<file path="src/rtl/uart_tx_fifo_feeder.sv">
// Byte FIFO and frame sequencer in front of the UART transmitter: buffers bytes
// at clk rate and releases them one frame at a time using the newd/donetx handshake.
module uart_tx_fifo_feeder #(
    parameter int DEPTH      = 16,
    parameter int GAP_CYCLES = 0
) (
    input  logic                     clk,
    input  logic                     rst,
    input  logic                     s_valid,
    input  logic [7:0]               s_data,
    output logic                     s_ready,
    output logic                     newd,
    output logic [7:0]               tx_data,
    input  logic                     donetx,
    output logic [$clog2(DEPTH):0]   level,
    output logic                     busy,
    output logic                     ovf,
    input  logic                     ovf_clr
);

    localparam int AW = $clog2(DEPTH);
    localparam int LW = AW + 1;
    localparam int CW = (GAP_CYCLES > 1) ? $clog2(GAP_CYCLES) : 1;
    localparam logic [LW-1:0] FULL_LEVEL = LW'(DEPTH);
    // The IDLE cycle that follows GAP also keeps newd low, so GAP itself
    // lasts GAP_CYCLES-1 cycles and newd is low for GAP_CYCLES cycles in total.
    localparam logic [CW-1:0] GAP_LAST = CW'((GAP_CYCLES > 1) ? GAP_CYCLES - 2 : 0);

    typedef enum logic [1:0] {
        IDLE = 2'd0,
        WAIT = 2'd1,
        GAP  = 2'd2
    } state_t;

    state_t          state_q, state_d;
    logic [7:0]      mem [DEPTH];
    logic [AW-1:0]   wr_ptr_q, rd_ptr_q;
    logic [LW-1:0]   level_q;
    logic [CW-1:0]   gap_cnt_q;
    logic            newd_q, ovf_q;
    logic [7:0]      tx_data_q;
    logic            sync1_q, sync2_q, sync_d_q;
    logic            done_rise, pop, push, drop;

    // NOTE: the synchroniser has no reset on purpose; it keeps tracking donetx
    // while rst is held, so a level that is already high at release is not a rise.
    always_ff @(posedge clk) begin
        sync1_q  <= donetx;
        sync2_q  <= sync1_q;
        sync_d_q <= sync2_q;
    end

    assign done_rise = sync2_q && !sync_d_q;

    assign s_ready = (level_q != FULL_LEVEL);
    // A pop on the same edge frees a slot, so a push while full still lands.
    assign push    = s_valid && (s_ready || pop);
    assign drop    = s_valid && !s_ready && !pop;

    // NOTE: every combinational output gets a default first so no latch is inferred.
    always_comb begin
        state_d = state_q;
        pop     = 1'b0;
        unique case (state_q)
            IDLE: begin
                if (level_q != '0) begin
                    pop     = 1'b1;
                    state_d = WAIT;
                end
            end
            WAIT: begin
                if (done_rise) state_d = (GAP_CYCLES > 1) ? GAP : IDLE;
            end
            GAP: begin
                if (gap_cnt_q == GAP_LAST) state_d = IDLE;
            end
            default: state_d = IDLE;
        endcase
    end

    // NOTE: sequential state uses non-blocking assignments only.
    always_ff @(posedge clk) begin
        if (rst) begin
            state_q   <= IDLE;
            newd_q    <= 1'b0;
            tx_data_q <= 8'h00;
            wr_ptr_q  <= '0;
            rd_ptr_q  <= '0;
            level_q   <= '0;
            gap_cnt_q <= '0;
            ovf_q     <= 1'b0;
        end else begin
            state_q <= state_d;

            if (pop) begin
                tx_data_q <= mem[rd_ptr_q];
                rd_ptr_q  <= rd_ptr_q + AW'(1);
                newd_q    <= 1'b1;
            end else if (state_q == WAIT && done_rise) begin
                newd_q    <= 1'b0;
            end

            if (push) wr_ptr_q <= wr_ptr_q + AW'(1);

            unique case ({push, pop})
                2'b10:   level_q <= level_q + LW'(1);
                2'b01:   level_q <= level_q - LW'(1);
                default: level_q <= level_q;
            endcase

            gap_cnt_q <= (state_q == GAP) ? gap_cnt_q + CW'(1) : '0;

            if (drop)         ovf_q <= 1'b1;
            else if (ovf_clr) ovf_q <= 1'b0;
        end
    end

    // NOTE: storage is not reset; the pointers and level define what is valid.
    always_ff @(posedge clk) begin
        if (push) mem[wr_ptr_q] <= s_data;
    end

    assign newd    = newd_q;
    assign tx_data = tx_data_q;
    assign level   = level_q;
    assign busy    = (state_q != IDLE) || (level_q != '0);
    assign ovf     = ovf_q;

endmodule

</file>
<file path="config.mk">
export PLATFORM = sky130hd
export DESIGN_NAME = uart_tx_fifo_feeder
export DESIGN_NICKNAME = d
export VERILOG_FILES = /design/src/rtl/uart_tx_fifo_feeder.sv
export SDC_FILE = /design/constraint.sdc
export NUM_CORES = 1
export LEC_CHECK = 0
export CORE_UTILIZATION = 55
export CTS_CLUSTER_SIZE = 30
export DETAILED_ROUTE_END_ITERATION = 8
export PLACE_DENSITY = 0.85
export SLEW_MARGIN = 5
export SYNTH_ARGS = -nofsm -noshare
export SYNTH_HDL_FRONTEND = slang
export SYNTH_SLANG_ARGS = --single-unit
</file>
<file path="constraint.sdc">
create_clock -name clk -period 2.9 [get_ports clk]
set_input_delay 0.435 -clock clk [delete_from_list [all_inputs] [get_ports clk]]
set_output_delay 0.435 -clock clk [all_outputs]
set_load 0.01 [all_outputs]
</file>
==> impl_metrics.csv, run 1 <==
group,metric,value,unit
setup_path,max_stage_delay,0.50,ns
status,outcome,"completed",
routing,wl_per_cell,20.9,µm
routing,dr.pass1.iters,7,
finish,num_antenna_cells,0,
sta,fin_crit_sh,84.2,%
grt,grt_use_total,23.1,%
placed_design,gp_congestion,0.853,
sta,whs,0.332,ns
logic_synthesis,synth_edf_count,128,
grt,grt_pass1_vias,3464,
routing,top_layer,"met4",
clocking,clock_path_buffers,2,
logic_synthesis,synth_area_leaders,"edfxtp_1 62%, dfxtp_1 8.7%, mux4_2 5.8%",
clocking,ctsResizeCount,0,
logic_synthesis,ys_seq_area_share,70.7,%
clocking,clkLatencyLatePin,0.43,ns
routing,drtIter0Drc,283,
setup_path,path_class,"flop to primary output",
routing,routed_wl,12300,µm
sta,setup_tns,0,ns
finish,stdcell_count,590,
logic_synthesis,synth.avg_cell_area,16.0,µm²
logic_synthesis,syn_inst,388,
clocking,cts_setup_buffers,0,
clocking,cts_made_buffers,17,
routing,wl_met3,760,µm
logic_synthesis,yosys_most_used_dff,"edfxtp_1",
routing,antenna_left,0,
die,rows,38,
setup_path,worstSetupEndpointType,"primary output",
routing,vias_per_cell,5.99,
clocking,cts_root_buffer,"clkbuf_16",
setup_path,cp_slowest_cell,"clkdlybuf4s50_1",
routing,dr_wl_met2,6070,µm
sta,setup_viol,0,
setup_path,critPathMaxFanout,11,
routing,m1WireLength,5200,µm
die,initial_core_util,56.7,%
sta,drv_slew,0,
sta,tightest_slew,0.710,ns
setup_path,critPathRequiredTime,2.47,ns
placed_design,io_buffers,29,
logic_synthesis,syn_nets,407,
logic_synthesis,ys_ff_latch,155,
run,drv_cap,0,
routing,routed-via-count,3533,
die,fp.coreArea,10900,µm²
finish,final_common_cell,"edfxtp_1",
clocking,cts_tree,"built",
finish,layout.nets,456,
sta,clock_skew,0.0111,ns
clocking,clk_pin_slew_worst_paths,0.06,ns
clocking,cts_hold_buf,0,
routing,drc,0,
logic_synthesis,synth_area_leader_cell,"edfxtp_1",
power_and_ir_drop,p_leak,2.38,nW
sta,layout_min_cycle_time,2.44,ns
setup_path,path_buf_inv,2,
sta,hold_violations,0,
finish,fillerInstances,702,
die,die_y,108,µm
finish,drive_gt1_share,18.2,%
sta,max_freq,410,MHz
logic_synthesis,synth.top_cell.area_share,62.0,%
placed_design,place_inst,558,
placed_design,hpwl,7960,µm
clocking,cts.sinks,155,
finish,final_core_util,67.3,%
setup_path,arrival,2.01,ns
logic_synthesis,syn_area,6200,µm²
logic_synthesis,yosys_warnings,0,
die,pin_count,30,
sta,rsz0062_at_grt,"no",
grt,antenna_found_initial,0,
die,dieArea,11700,µm²
grt,grt_pass1_wl,19100,µm
logic_synthesis,synth_cell_types,44,
grt,grt_max_degree,24,
finish,most-common-layout-cells,"128 x edfxtp_1, 35 x mux2i_1, 34 x nor2_1",
power_and_ir_drop,power.density,868,nW/µm²
setup_path,critPathLaunchType,"flop",
setup_path,worstPathCellList,"nor4_4, buf_4, nand2_1, clkdlybuf4s50_1",
min_path,hold_path.class,"flop to flop",
sta,max_slew_margin,52.7,%
finish,area_delta_synth_final,18.6,%
power_and_ir_drop,ir_worst_vdd,0.913,mV
clocking,htreeDepth,4,
setup_path,crit_family,"buffers and inverters",
grt,globalRouteOverflowTotal,0,
die,dieWidth,108,µm
logic_synthesis,async_reset_ff_share,0,%
## cell usage after synthesis, types with 2 or more instances
library cell / instances
edfxtp_1: 128
mux2i_1: 35
nor2_1: 34
dfxtp_1: 27
o22ai_1: 17
mux4_2: 16
nand2_1: 16
buf_2: 11
a311oi_1: 10
a211oi_1: 9
nor3_1: 7
clkbuf_1: 6
ha_1: 6
nand3_1: 6
a21oi_1: 5
inv_1: 5
nor2b_1: 5
o21ai_0: 5
xnor2_1: 4
buf_1: 3
nand2b_1: 3
o211ai_1: 3
xor2_1: 3
a22oi_1: 2
buf_6: 2
mux2_2: 2
## worst reg2reg max path: stages (launching register included)
cell     delay, ns
dfxtp_1       0.56
nor4_4        0.10
buf_4         0.19
a31oi_1       0.48
nand2_1       0.26
nor3_1        0.20
buf_4         0.21
## layout make-up
cell class | count | area, µm² | share of cell area (%)
multi-input cells | 203 | 1670 | 22.7
inverters | 6 | 22.5 | 0.306
flip-flops and latches | 155 | 4390 | 59.6
repair buffers | 54 | 490 | 6.67
clock inverters | 15 | 186 | 2.53
well taps | 140 | 175 | 2.38
clock buffers | 17 | 425 | 5.78
## kinds of logic (layout without fill, tap and decap cells)
family / Yosys count / count (layout) / share of synthesized area [%]
xor gates and xnor gates: 7 / 7 / 0.989
buffers and inverters: 30 / 92 / 2.36
DFF: 155 / 155 / 70.7
AOI/OAI and AO/OA: 57 / 57 / 6.72
and+or+nand+nor: 80 / 80 / 6.21
muxes: 53 / 53 / 11.8
adders and majority gates: 6 / 6 / 1.21
## stage by stage
step,total power [mW],worst slack (ns),cell area [µm²]
5_1_grt,6.63,0.388,7360
6_report,6.39,0.459,7360
4_1_cts,6.40,0.469,7360
3_3_place_gp,4.08,0.343,6750
2_1_floorplan,3.68,0.561,6200
3_5_place_dp,4.14,0.252,6750
## path summary, 6_finish.rpt
| kind | cells after the start | slack [ns] | end | startpoint |
|---|---|---|---|---|
| worst min register to register | 0 | 0.33 | sync2_q | sync1_q |
| worst max-delay path | 4 | 0.46 | s_ready | level[1] |
| worst max register to register | 6 | 0.61 | mem[2][5] | level[1] |
| worst min-delay path | 0 | 0.33 | sync2_q | sync1_q |
## sequential cells by signal (all words and copies together) (netlist names), 4 cells and up
| name | cells |
|---|---|
| level | 5 |
| tx_data | 8 |
| rd_ptr_q | 4 |
| mem | 128 |
| wr_ptr_q | 4 |
## report_power, final
| part | internal [mW] | leakage [nW] | switching [mW] |
|---|---|---|---|
| combinational | 0.654 | 0.704 | 0.771 |
| sequential | 2.55 | 1.38 | 0.143 |
| clock | 1.37 | 0.293 | 0.903 |
| total | 4.57 | 2.38 | 1.82 |
## layer usage
layer | GRT usage, % | vias up
met5 | 0 | -
met4 | 10.5 | 0
met3 | 6.21 | 23
met2 | 36.2 | 149
met1 | 30.5 | 1750
li1 | - | 1611
(Power assumes the default switching activity.)
==> run 2, diff against run 1 <==
clock period = 2.29 ns   (was 2.9 ns; I/O delays follow)
==> impl_metrics.csv, run 2 (synthesis gave the netlist of run 1 again) <==
group,metric,value,unit
setup_path,worstPathCellList,"buf_4, nor4_4, a21oi_1, xor2_1, ha_1, or4_1, o22ai_1, o211ai_1, a21oi_1",
setup_path,crit_top_cell,"a21oi_1",
die,dieWidth,108,µm
grt,globalRouteOverflowTotal,0,
placed_design,place_area,6810,µm²
clocking,clock_path_buffers,2,
setup_path,path_buf_inv,1,
placed_design,io_buffers,29,
power_and_ir_drop,ir_worst_vdd,1.06,mV
setup_path,critPathMaxFanout,6,
finish,largest_reg_flops,128,
power_and_ir_drop,power.share.sequential,41.6,%
power_and_ir_drop,p_switching,2.37,mW
run,drv_cap,0,
die,pin_count,30,
sta,drv_slew,0,
finish,final_core_util,67.7,%
power_and_ir_drop,power.density,1090,nW/µm²
sta,setup_ws,0.113,ns
power_and_ir_drop,power_frac_clock,33.6,%
grt,antenna_found_initial,0,
sta,tightest_slew,1.19,ns
clocking,cts_tree,"built",
power_and_ir_drop,p_leak,2.40,nW
power_and_ir_drop,switching_share,29.4,%
routing,routed_wl,13200,µm
die,die_y,108,µm
grt,grt_pass1_vias,3553,
clocking,clkLatencyLatePin,0.43,ns
setup_path,startpoint,"level[3]",
finish,finish.instance_area,7400,µm²
sta,setup_tns,0,ns
min_path,worst_hold_startpoint,"sync1_q",
sta,hold_violations,0,
die,fp.coreArea,10900,µm²
die,initial_core_util,56.7,%
status,outcome,"completed",
grt,grt_max_degree,27,
finish,area_delta_synth_final,19.3,%
sta,clock_skew,0.0144,ns
sta,fin_crit_sh,95.1,%
sta,max_freq,459,MHz
power_and_ir_drop,share_comb_of_total_power,24.8,%
setup_path,max_stage_delay,0.43,ns
setup_path,cp_slowest_cell,"or4_1",
die,rows,38,
finish,regMostFlops,"mem",
routing,vias_per_cell,6.04,
grt,grt_pass1_wl,20200,µm
placed_design,gp_congestion,0.851,
finish,layout.nets,463,
finish,num_antenna_cells,0,
sta,rsz0062_at_grt,"no",
placed_design,place_ws,-0.209,ns
sta,layout_min_cycle_time,2.18,ns
setup_path,critPathLaunchType,"flop",
power_and_ir_drop,total_power,8.06,mW
finish,most-common-layout-cells,"128 x edfxtp_1, 35 x mux2i_1, 34 x nor2_1",
setup_path,path_class,"flop to flop",
sta,setup_viol,0,
clocking,clk_pin_slew_worst_paths,0.06,ns
clocking,htreeDepth,4,
routing,antenna_left,0,
routing,wl_per_cell,22.2,µm
setup_path,crit_family,"simple AND/OR/NAND/NOR gates",
die,dieArea,11700,µm²
grt,grt_use_total,24.6,%
routing,dr.pass1.iters,5,
routing,drc,0,
setup_path,r2r-start,"level[3]",
finish,final_common_cell,"edfxtp_1",
finish,drive_gt1_share,19.3,%
min_path,hold_path.class,"flop to flop",
placed_design,hpwl,8220,µm
sta,max_slew_margin,20.3,%
clocking,cts_made_buffers,17,
setup_path,worstSetupEndpointType,"flop",
setup_path,critPathRequiredTime,2.63,ns
clocking,cts_root_buffer,"clkbuf_16",
clocking,cts_hold_buf,0,
routing,drtIter0Drc,385,
routing,routed-via-count,3607,
clocking,cts.sinks,155,
setup_path,arrival,2.51,ns
power_and_ir_drop,p_int,5.69,mW
## run 2: final timing paths
kind / end / slack [ns] / cells past startpoint
worst max-delay path: level[4] / 0.11 / 9
worst min register to register: sync2_q / 0.33 / 0
worst max register to register: level[4] / 0.11 / 9
worst min-delay path: sync2_q / 0.33 / 0
## run 2: layout make-up
type / instances / area (µm²)
well taps: 140 / 175
repair buffers: 61 / 577
fillers: 692 / 3540
clock buffers: 19 / 433
clock inverters: 13 / 134
multi-input cells: 203 / 1670
flip-flops and latches: 155 / 4390
inverters: 6 / 22.5
## run 2: routing by layer
layer,up-vias,part of all wire [%],GRT usage [%]
met5,-,0,0
met4,0,3.3,12.8
met3,34,6.4,6.03
met2,150,51,39.3
met1,1786,40,31.3
li1,1637,-,-
## run 2: repair_timing
action / in CTS / in global routing
resized for setup: 1 / 2
buffers inserted: 0 / 2
setup endpoints to repair: 1 / 2
## run 2: stage by stage
stage | hold slack [ns] | std cells
6_report | 0.332 | 597
5_1_grt | 0.343 | 597
4_1_cts | 0.339 | 595
3_5_place_dp | 0.314 | 563
3_3_place_gp | 0.318 | 563
2_1_floorplan | 0.310 | 388
## run 2: power by group through the flow
stage / logic (mW) / registers, mW / clock network [mW]
final: 2.00 / 3.35 / 2.71
after global routing: 2.16 / 3.37 / 2.84
after CTS: 1.95 / 3.35 / 2.72
after detailed placement: 1.92 / 3.41 / 0
after global placement: 1.86 / 3.40 / 0
after floorplan: 1.24 / 3.42 / 0
